## config.mk

```make
export PLATFORM = sky130hd
export DESIGN_NAME = program_loader
export DESIGN_NICKNAME = d
export VERILOG_FILES = /design/src/rtl/program_loader.sv
export SDC_FILE = /design/constraint.sdc
export NUM_CORES = 1
export LEC_CHECK = 0
export ABC_AREA = 1
export BUFFER_PORTS_ARGS = -buffer_cell sky130_fd_sc_hd__buf_4
export CORE_MARGIN = 5
export CORE_UTILIZATION = 26
export CTS_CLUSTER_DIAMETER = 120
export DETAILED_ROUTE_END_ITERATION = 8
export HOLD_SLACK_MARGIN = 0.03
export PLACE_DENSITY_LB_ADDON = 0.2
export SYNTH_ARGS = -nofsm -noshare
export SYNTH_HDL_FRONTEND = slang
export SYNTH_SLANG_ARGS = --single-unit
```

## constraint.sdc

```tcl
create_clock -name clk -period 1.9 [get_ports clk]
set_clock_uncertainty 0.05 [all_clocks]
set_input_delay 0.285 -clock clk [delete_from_list [all_inputs] [get_ports clk]]
set_output_delay 0.285 -clock clk [all_outputs]
set_load 0.02 [all_outputs]
```

## src/rtl/program_loader.sv

```systemverilog
// Boot-load responder: sends handshake bytes, receives program size and words into IMEM.
// Optional trailing XOR checksum byte on the data phase: define PROGRAM_LOADER_CHECKSUM_EN.
module program_loader #(
    parameter int unsigned IMEM_ADDR_WIDTH = 15,
    parameter logic [7:0]  BYTE_TX_99      = 8'h99,
    parameter logic [7:0]  BYTE_TX_AA      = 8'hAA
) (
    input  logic                       clk,
    input  logic                       reset_n,
    input  logic                       transmit_0x99,
    input  logic                       receive_program_data_size,
    input  logic                       receive_program_data,
    input  logic                       transmit_0xAA,
    output logic                       transmit_0x99_finished,
    output logic                       receive_program_data_size_finished,
    output logic                       receive_program_data_finished,
    output logic                       transmit_0xAA_finished,
    input  logic                       rx_valid,
    input  logic [7:0]                 rx_data,
    output logic                       tx_valid,
    input  logic                       tx_ready,
    output logic [7:0]                 tx_data,
    output logic                       imem_write_enable,
    output logic [IMEM_ADDR_WIDTH-1:0] imem_addr,
    output logic [31:0]                imem_wdata,
    output logic [31:0]                program_size,
    output logic                       size_overflow,
    output logic                       checksum_error
);

    localparam logic [32:0] DEPTH = 33'd1 << IMEM_ADDR_WIDTH;

    typedef enum logic [2:0] {
        S_IDLE,
        S_TX,
        S_SIZE,
        S_DATA,
        S_DONE
    } state_t;

    typedef enum logic [1:0] {
        PH_99,
        PH_SIZE,
        PH_DATA,
        PH_AA
    } phase_t;

    state_t                     state_q, state_d;
    phase_t                     phase_q, phase_d;
    logic                       tx_valid_q, tx_valid_d;
    logic [7:0]                 tx_data_q, tx_data_d;
    logic [1:0]                 byte_cnt_q, byte_cnt_d;
    logic [31:0]                word_cnt_q, word_cnt_d;
    logic [31:0]                asm_q, asm_d;
    logic [31:0]                size_q, size_d;
    logic                       ovf_q, ovf_d;
    logic                       we_q, we_d;
    logic [IMEM_ADDR_WIDTH-1:0] waddr_q, waddr_d;
    logic [31:0]                wdata_q, wdata_d;
    logic                       req_cur;
    logic [31:0]                asm_ins;
`ifdef PROGRAM_LOADER_CHECKSUM_EN
    logic [7:0]                 csum_q, csum_d;
    logic                       cerr_q, cerr_d;
`endif

    always_ff @(posedge clk or negedge reset_n) begin
        if (!reset_n) begin
            state_q    <= S_IDLE;
            phase_q    <= PH_99;
            tx_valid_q <= 1'b0;
            tx_data_q  <= '0;
            byte_cnt_q <= '0;
            word_cnt_q <= '0;
            asm_q      <= '0;
            size_q     <= '0;
            ovf_q      <= 1'b0;
            we_q       <= 1'b0;
            waddr_q    <= '0;
            wdata_q    <= '0;
`ifdef PROGRAM_LOADER_CHECKSUM_EN
            csum_q     <= '0;
            cerr_q     <= 1'b0;
`endif
        end else begin
            state_q    <= state_d;
            phase_q    <= phase_d;
            tx_valid_q <= tx_valid_d;
            tx_data_q  <= tx_data_d;
            byte_cnt_q <= byte_cnt_d;
            word_cnt_q <= word_cnt_d;
            asm_q      <= asm_d;
            size_q     <= size_d;
            ovf_q      <= ovf_d;
            we_q       <= we_d;
            waddr_q    <= waddr_d;
            wdata_q    <= wdata_d;
`ifdef PROGRAM_LOADER_CHECKSUM_EN
            csum_q     <= csum_d;
            cerr_q     <= cerr_d;
`endif
        end
    end

    always_comb begin
        state_d    = state_q;
        phase_d    = phase_q;
        tx_valid_d = tx_valid_q;
        tx_data_d  = tx_data_q;
        byte_cnt_d = byte_cnt_q;
        word_cnt_d = word_cnt_q;
        asm_d      = asm_q;
        size_d     = size_q;
        ovf_d      = ovf_q;
        we_d       = 1'b0;
        waddr_d    = waddr_q;
        wdata_d    = wdata_q;
`ifdef PROGRAM_LOADER_CHECKSUM_EN
        csum_d     = csum_q;
        cerr_d     = cerr_q;
`endif
        asm_ins = asm_q;
        asm_ins[{byte_cnt_q, 3'b000} +: 8] = rx_data;

        unique case (phase_q)
            PH_99:   req_cur = transmit_0x99;
            PH_SIZE: req_cur = receive_program_data_size;
            PH_DATA: req_cur = receive_program_data;
            PH_AA:   req_cur = transmit_0xAA;
            default: req_cur = 1'b0;
        endcase

        unique case (state_q)
            S_IDLE: begin
                byte_cnt_d = '0;
                asm_d      = '0;
                if (transmit_0x99) begin
                    phase_d    = PH_99;
                    state_d    = S_TX;
                    tx_valid_d = 1'b1;
                    tx_data_d  = BYTE_TX_99;
                end else if (receive_program_data_size) begin
                    phase_d = PH_SIZE;
                    state_d = S_SIZE;
                end else if (receive_program_data) begin
                    phase_d    = PH_DATA;
                    state_d    = S_DATA;
                    word_cnt_d = '0;
`ifdef PROGRAM_LOADER_CHECKSUM_EN
                    csum_d     = '0;
                    cerr_d     = 1'b0;
`endif
                end else if (transmit_0xAA) begin
                    phase_d    = PH_AA;
                    state_d    = S_TX;
                    tx_valid_d = 1'b1;
                    tx_data_d  = BYTE_TX_AA;
                end
            end
            S_TX: begin
                if (!req_cur) begin
                    state_d    = S_IDLE;
                    tx_valid_d = 1'b0;
                end else if (tx_ready) begin
                    state_d    = S_DONE;
                    tx_valid_d = 1'b0;
                end
            end
            S_SIZE: begin
                if (!req_cur) begin
                    state_d = S_IDLE;
                end else if (rx_valid) begin
                    asm_d      = asm_ins;
                    byte_cnt_d = byte_cnt_q + 2'd1;
                    if (byte_cnt_q == 2'd3) begin
                        size_d  = asm_ins;
                        ovf_d   = {1'b0, asm_ins} > DEPTH;
                        state_d = S_DONE;
                    end
                end
            end
            S_DATA: begin
                if (!req_cur) begin
                    state_d = S_IDLE;
                end else if (word_cnt_q == size_q) begin
`ifdef PROGRAM_LOADER_CHECKSUM_EN
                    // Trailing byte after the last word carries the XOR of all data bytes
                    if (rx_valid) begin
                        cerr_d  = rx_data != csum_q;
                        state_d = S_DONE;
                    end
`else
                    state_d = S_DONE;
`endif
                end else if (rx_valid) begin
                    asm_d      = asm_ins;
                    byte_cnt_d = byte_cnt_q + 2'd1;
`ifdef PROGRAM_LOADER_CHECKSUM_EN
                    csum_d     = csum_q ^ rx_data;
`endif
                    if (byte_cnt_q == 2'd3) begin
                        we_d       = {1'b0, word_cnt_q} < DEPTH;
                        waddr_d    = word_cnt_q[IMEM_ADDR_WIDTH-1:0];
                        wdata_d    = asm_ins;
                        word_cnt_d = word_cnt_q + 32'd1;
                    end
                end
            end
            S_DONE: begin
                if (!req_cur) begin
                    state_d = S_IDLE;
                end
            end
            default: state_d = S_IDLE;
        endcase
    end

    assign transmit_0x99_finished             = (state_q == S_DONE) && (phase_q == PH_99);
    assign receive_program_data_size_finished = (state_q == S_DONE) && (phase_q == PH_SIZE);
    assign receive_program_data_finished      = (state_q == S_DONE) && (phase_q == PH_DATA);
    assign transmit_0xAA_finished             = (state_q == S_DONE) && (phase_q == PH_AA);

    assign tx_valid          = tx_valid_q;
    assign tx_data           = tx_data_q;
    assign imem_write_enable = we_q;
    assign imem_addr         = waddr_q;
    assign imem_wdata        = wdata_q;
    assign program_size      = size_q;
    assign size_overflow     = ovf_q;
`ifdef PROGRAM_LOADER_CHECKSUM_EN
    assign checksum_error    = cerr_q;
`else
    assign checksum_error    = 1'b0;
`endif

endmodule
```

---- After elaboration in Yosys (flattened, before gate mapping) ----
Cells that the tools add are included.
storage, ports and cells
  input bits .............................. 16
  word-level logic and storage cells ...... 120
  bits in registers ....................... 161
cells by class
  add/subtract/negate cells ............... 3
  multiplexer cells ....................... 53
  reductions and logical operators ........ 19
  bitwise gates (word level) .............. 1
  equal/unequal tests ..................... 28
  shifts and indexed selects .............. 2
  $lt $le $gt $ge ......................... 2
operators with widths
  kind                                                                            count
  32-bit 2-to-1 mux                                                               11
  32-bit case mux with 3 select lines                                             1
  32-bit case mux with 2 select lines                                             1
  3-bit 2-to-1 mux                                                                12
  32-bit by 1-bit adder with 32-bit output, second input constant                 1
  32-bit bitwise mux                                                              1
  32-bit == test                                                                  1
  32-bit by 16-bit > comparator with 1-bit output, second input constant          1
  32-bit by 16-bit less-than comparator with 1-bit output, second input constant  1
  8-bit 2-to-1 mux                                                                4
  8-bit by 7-bit variable shift with 32-bit output, first input constant          1
  8-bit by 7-bit indexed part select with 32-bit output                           1
  2-bit inequality test, second input constant                                    11
  3-bit inequality test, second input constant                                    7
  2-bit 2-to-1 mux                                                                8
  3-bit case mux with 5 select lines                                              1
  4-bit AND reduction                                                             3
  1-bit 2-to-1 mux                                                                11
  5-bit AND reduction                                                             2
  8-bit AND reduction                                                             1
  5-bit negator with 7-bit output                                                 1
  2-bit == test, second input constant                                            3
  3-bit by 2-bit == test with 1-bit output, second input constant                 2
  2-bit case mux with 3 select lines                                              1
  other kinds (16)                                                                21

---- Longest topological paths before layout ----
  depth in word-level cells ............... 7
  gate-level depth with buffers ........... 15
  depth with buffers taken out ............ 13

---- Least setup slack after synthesis ----
Ideal clock, no wire load.
  kind .................................... register to register
  start point ............................. register byte_cnt_q[0]
  end point ............................... register ovf_q (netlist: size_overflow)
  buffers on the path ..................... 0
  path slack .............................. 0.035 ns
  required time ........................... 1.781 ns
  data arrival time ....................... 1.746 ns
  setup time .............................. 0.069 ns
  stages on the path, launching flop included .. 13
  cell sequence ........................... dfrtp_1 inv_1 ha_1 inv_1 nor2_1 nand3_1 o21ai_0 nor2_1 nand3_1 nor2_1 nand2_1 nand2_1 nand3_1
on the way
  longest elaborated chain between the ends .. 4
  elaborated cells between the ends (all ways) .. 7
  those cells by class .................... 1 x add/sub; 1 x order compare; 1 x eq/ne; 2 x shift; 1 x mux; 1 x reduce/logical
RTL lines
  element                                                                                                                           RTL line  RTL
  start, declared                                                                                                                   52        logic [1:0] byte_cnt_q, byte_cnt_d;
  start signal, assigned                                                                                                            90        byte_cnt_q <= byte_cnt_d;
  5-bit negator with 7-bit output                                                                                                   123       asm_ins[{byte_cnt_q, 3'b000} +: 8] = rx_data;
  8-bit by 7-bit indexed part select with 32-bit output / 8-bit by 7-bit variable shift with 32-bit output (equally long branches)  123
  32-bit bitwise mux                                                                                                                123
  32-bit by 16-bit > comparator with 1-bit output                                                                                   177       ovf_d = {1'b0, asm_ins} > DEPTH;
  end signal, assigned                                                                                                              94        ovf_q <= ovf_d;
  end, declared                                                                                                                     56        logic ovf_q, ovf_d;
Parallel ways exist; a longest one is shown, timed or not.
A chain may end at the register's enable or synchronous reset.

---- Final worst setup path ----
  start point ............................. register size_q[18] (netlist: program_size[18])
  end point ............................... register wdata_q[1] (netlist: imem_wdata[1])
on the way
  longest elaborated chain between the ends .. 3
RTL lines
  element                               RTL line  RTL
  start, declared                       55        logic [31:0] size_q, size_d;
  start signal, assigned                93        size_q <= size_d;
  32-bit == test                        185       end else if (word_cnt_q == size_q) begin
  1-bit NOT (no source line)            n/a
  5-bit AND reduction (no source line)  n/a
  end signal, assigned                  97        wdata_q <= wdata_d;
  end, declared                         59        logic [31:0] wdata_q, wdata_d;
No other way between the ends.

==> flow_metrics.py <==
metrics = {
    "detailed_routing": {
        "drtAntennaViolNets": 0,
        "drt-initial-drc-count": 510,
        "drt-pass1-iter-count": 5,
        "wl_per_cell_um": 15.79,
        "drc": 0,
        "vias": 8280,
        "avgViaCountPerCell": 4.407,
        "wirelength_mm": 29.67,
    },
    "min_path": {
        "min_to": "phase_q[0]$_DFFE_PN0P_",
        "min_from": "receive_program_data_size",
        "hp-class": "in -> reg",
        "hold_depth": 3,
    },
    "pwr": {
        "cellPowerDensity_nw_per_um2": 909.1,
        "power.total_uw": 11340,
        "leakagePower_uw": 0.006092,
        "vdd_drop_max_v": 0.0007001,
    },
    "final_layout": {
        "fin_nets": 1447,
        "final_area_um2": 12470,
        "diodes": 0,
        "final_cells": 1879,
        "utilization_pct": 38.44,
        "area_delta_synth_final_pct": 46.34,
        "fillerInstances": 3355,
        "drive_gt1_share_pct": 32.15,
    },
    "setup_path": {
        "reg2reg_to": "imem_wdata[1]$_DFFE_PN0P_",
        "critPathArrivalTime_ps": 2240,
        "ff2ff_path_depth": 14,
        "rr_startpoint": "program_size[18]$_DFFE_PN0P_",
        "required_ps": 2200,
        "worstSetupPathType": "reg -> reg",
        "startpoint_type": "register",
        "end_kind": "register",
        "rrSetupSlack_ps": -40,
        "path_max_fanout": 9,
    },
    "global_route": {
        "grt_pass1_wl_mm": 45.46,
        "grt_antenna_before_repair": 0,
        "grt_util_all_layers_pct": 15.97,
        "grt_max_degree": 59,
        "first_global_vias": 8089,
        "overflow": 0,
    },
    "placed_design": {
        "dpl_cell_area_um2": 10950,
        "dp_hpwl_mm": 22.11,
        "dp_slack_ps": -267.5,
        "place.port_buffers": 107,
        "gp_congestion": 0.9113,
        "dp_cells": 1822,
    },
    "synthesis": {
        "syn_inst": 1155,
        "seq_area_frac_synth_pct": 45.79,
        "syn_area_um2": 8524,
        "ys_ff_latch": 156,
        "synth.avg_cell_area_um2": 7.380,
        "synthDistinctLibCells": 36,
        "synth_warnings": 0,
    },
    "clock_network": {
        "clkSinkCount": 156,
        "cts-root-buf": "clkbuf_16",
        "path_clk_slew_ps": 70,
        "cts_buffers": 17,
        "cts_tree": "done",
        "h-tree-depth": 4,
        "clock_latency_ps": 440,
        "clock_tree.buffer_depth": 2,
    },
    "sta": {
        "post-route-period-util_pct": 102.2,
        "setup_violations": 28,
        "fin_crit_ps": 1941,
        "finalHoldViolations": 0,
        "fmax_mhz": 515.2,
        "rsz0062_at_grt": "true",
        "finalMaxSlewViolations": 0,
        "fin_ws_ps": -41.06,
    },
    "floorplanning": {
        "die_w_um": 191.1,
        "core_area_um2": 32450,
        "die_area_um2": 36510,
        "start_util_pct": 26.27,
        "rows": 66,
        "ios": 111,
        "die_y_um": 191.1,
    },
    "job": {
        "cap_violations": 0,
    },
    "status": {
        "violations": "negative setup slack",
        "status": "finished with violations",
    },
}
## through the flow
stage               hold WS, ps  setup TNS, ps
floorplan                -60.59              0
global placement          138.7         -18030
detailed placement        132.8         -19270
CTS                       94.17          -1461
global route              125.2          -8785
finish                    118.8         -490.5
## synth_stat cells, drive strengths merged
| master | instances | area [um2] |
|---|---|---|
| nand2 | 435 | 1645 |
| dfrtp | 156 | 3904 |
| nor2 | 124 | 489.2 |
| inv | 102 | 382.9 |
| o21ai | 79 | 395.4 |
| nand3 | 68 | 340.3 |
| buf | 44 | 311.5 |
| nor3 | 26 | 140.1 |
| xnor2 | 23 | 201.4 |
| xor2 | 21 | 183.9 |
| clkbuf | 12 | 46.29 |
| nand3b | 12 | 90.09 |
| o22ai | 12 | 75.07 |
| a21oi | 10 | 50.05 |
| nand4 | 10 | 83.83 |
| ha | 7 | 87.58 |
| nor4 | 5 | 31.28 |
| a31oi | 2 | 18.77 |
| o21a | 2 | 15.01 |
| conb | 1 | 3.750 |
| nor3b | 1 | 7.510 |
| o211ai | 1 | 7.510 |
| o21bai | 1 | 7.510 |
| or2 | 1 | 6.260 |
## sequential cells by signal (all words and copies together), names as in the netlist
signal	flops
byte_cnt_q	2
state_q	3
program_size	32
imem_addr	15
phase_q	2
imem_write_enable	1
tx_valid	1
imem_wdata	32
asm_q	32
size_overflow	1
word_cnt_q	32
tx_data	3
## repair_timing
action / CTS / global route
endpoints found under the setup margin: 128 / 142
gates cloned: 2 / 5
pin swaps: 11 / 33
hold buffers: 2 / 0
setup buffers: 6 / 12
hold endpoints to repair: 62 / 0
resized for setup: 62 / 122
## layout make-up
type                            count  area, um2  share of cell area, %
Clock buffer                       18      429.2                  3.440
Clock inverter                     14      182.7                  1.464
Inverter                          102      409.1                  3.280
Multi-Input combinational cell    843       4357                  34.92
Sequential cell                   156       3905                  31.30
Tap cell                          442      553.0                  4.433
Timing Repair Buffer              304       2639                  21.15
## worst max-delay path by stage
stage,start,end,slack (ps),cells past startpoint
after CTS,word_cnt_q[26]$_DFFE_PN0P_,imem_wdata[23]$_DFFE_PN0P_,-70,11
after detailed placement,program_size[28]$_DFFE_PN0P_,imem_wdata[28]$_DFFE_PN0P_,-270,13
final,program_size[18]$_DFFE_PN0P_,imem_wdata[1]$_DFFE_PN0P_,-40,14
after global placement,program_size[28]$_DFFE_PN0P_,imem_wdata[24]$_DFFE_PN0P_,-320,13
after global routing,word_cnt_q[16]$_DFFE_PN0P_,imem_wdata[28]$_DFFE_PN0P_,-130,12
after floorplan,byte_cnt_q[0]$_DFFE_PN0P_,size_overflow$_DFFE_PN0P_,40,12
## report_power, final
part           switching [uW]  internal (uW)  leakage, uW
sequential                138           3480      0.00215
combinational            2560           1520      0.00365
clock                    1550           2100     0.000295
total                    4240           7100      0.00609
## metal layers
metal	track usage, %	vias up	share of wire (%)
met4	4.917	0	1.7
met5	0	-	0
met1	20.77	3945	45
met2	27.45	137	51
li1	-	4167	-
met3	2.429	31	3.0
## cells in the final DEF (no fill, tap or decap), types with 10 or more instances in the layout
| cell | instances |
|---|---|
| o21ai_1 | 24 |
| buf_6 | 11 |
| buf_4 | 269 |
| nand2_1 | 394 |
| dfrtp_1 | 155 |
| nor3_1 | 16 |
| a21oi_1 | 10 |
| nor2_1 | 106 |
| inv_2 | 23 |
| nand3b_1 | 12 |
| clkbuf_16 | 22 |
| o21ai_0 | 47 |
| inv_1 | 74 |
| nor2_2 | 12 |
| nand3_1 | 63 |
| xor2_1 | 21 |
| xnor2_1 | 23 |
| buf_12 | 14 |
| nand2_2 | 34 |
## logic make-up after synthesis
group / synth area share, %
AO/OA/AOI/OAI: 6.678
buffers and inverters: 8.689
AND/OR/NAND/NOR: 33.25
other: 0.04399
flip-flops: 45.79
XOR/XNOR: 4.521
adder cells (fa/ha/maj): 1.027
## critical path: stages, from the launching register on
cell and delay (ps):
dfrtp_1 420, inv_1 90, nand2_1 60, nand2_1 50
nand2_1 40, nor2_1 110, nand2_1 100, nor2_4 170
nand2_2 110, buf_6 130, nand4_4 110, buf_12 160
buf_12 140, nand2_1 50, o21ai_0 70
No activity file was read; power rests on OpenSTA's default activity.
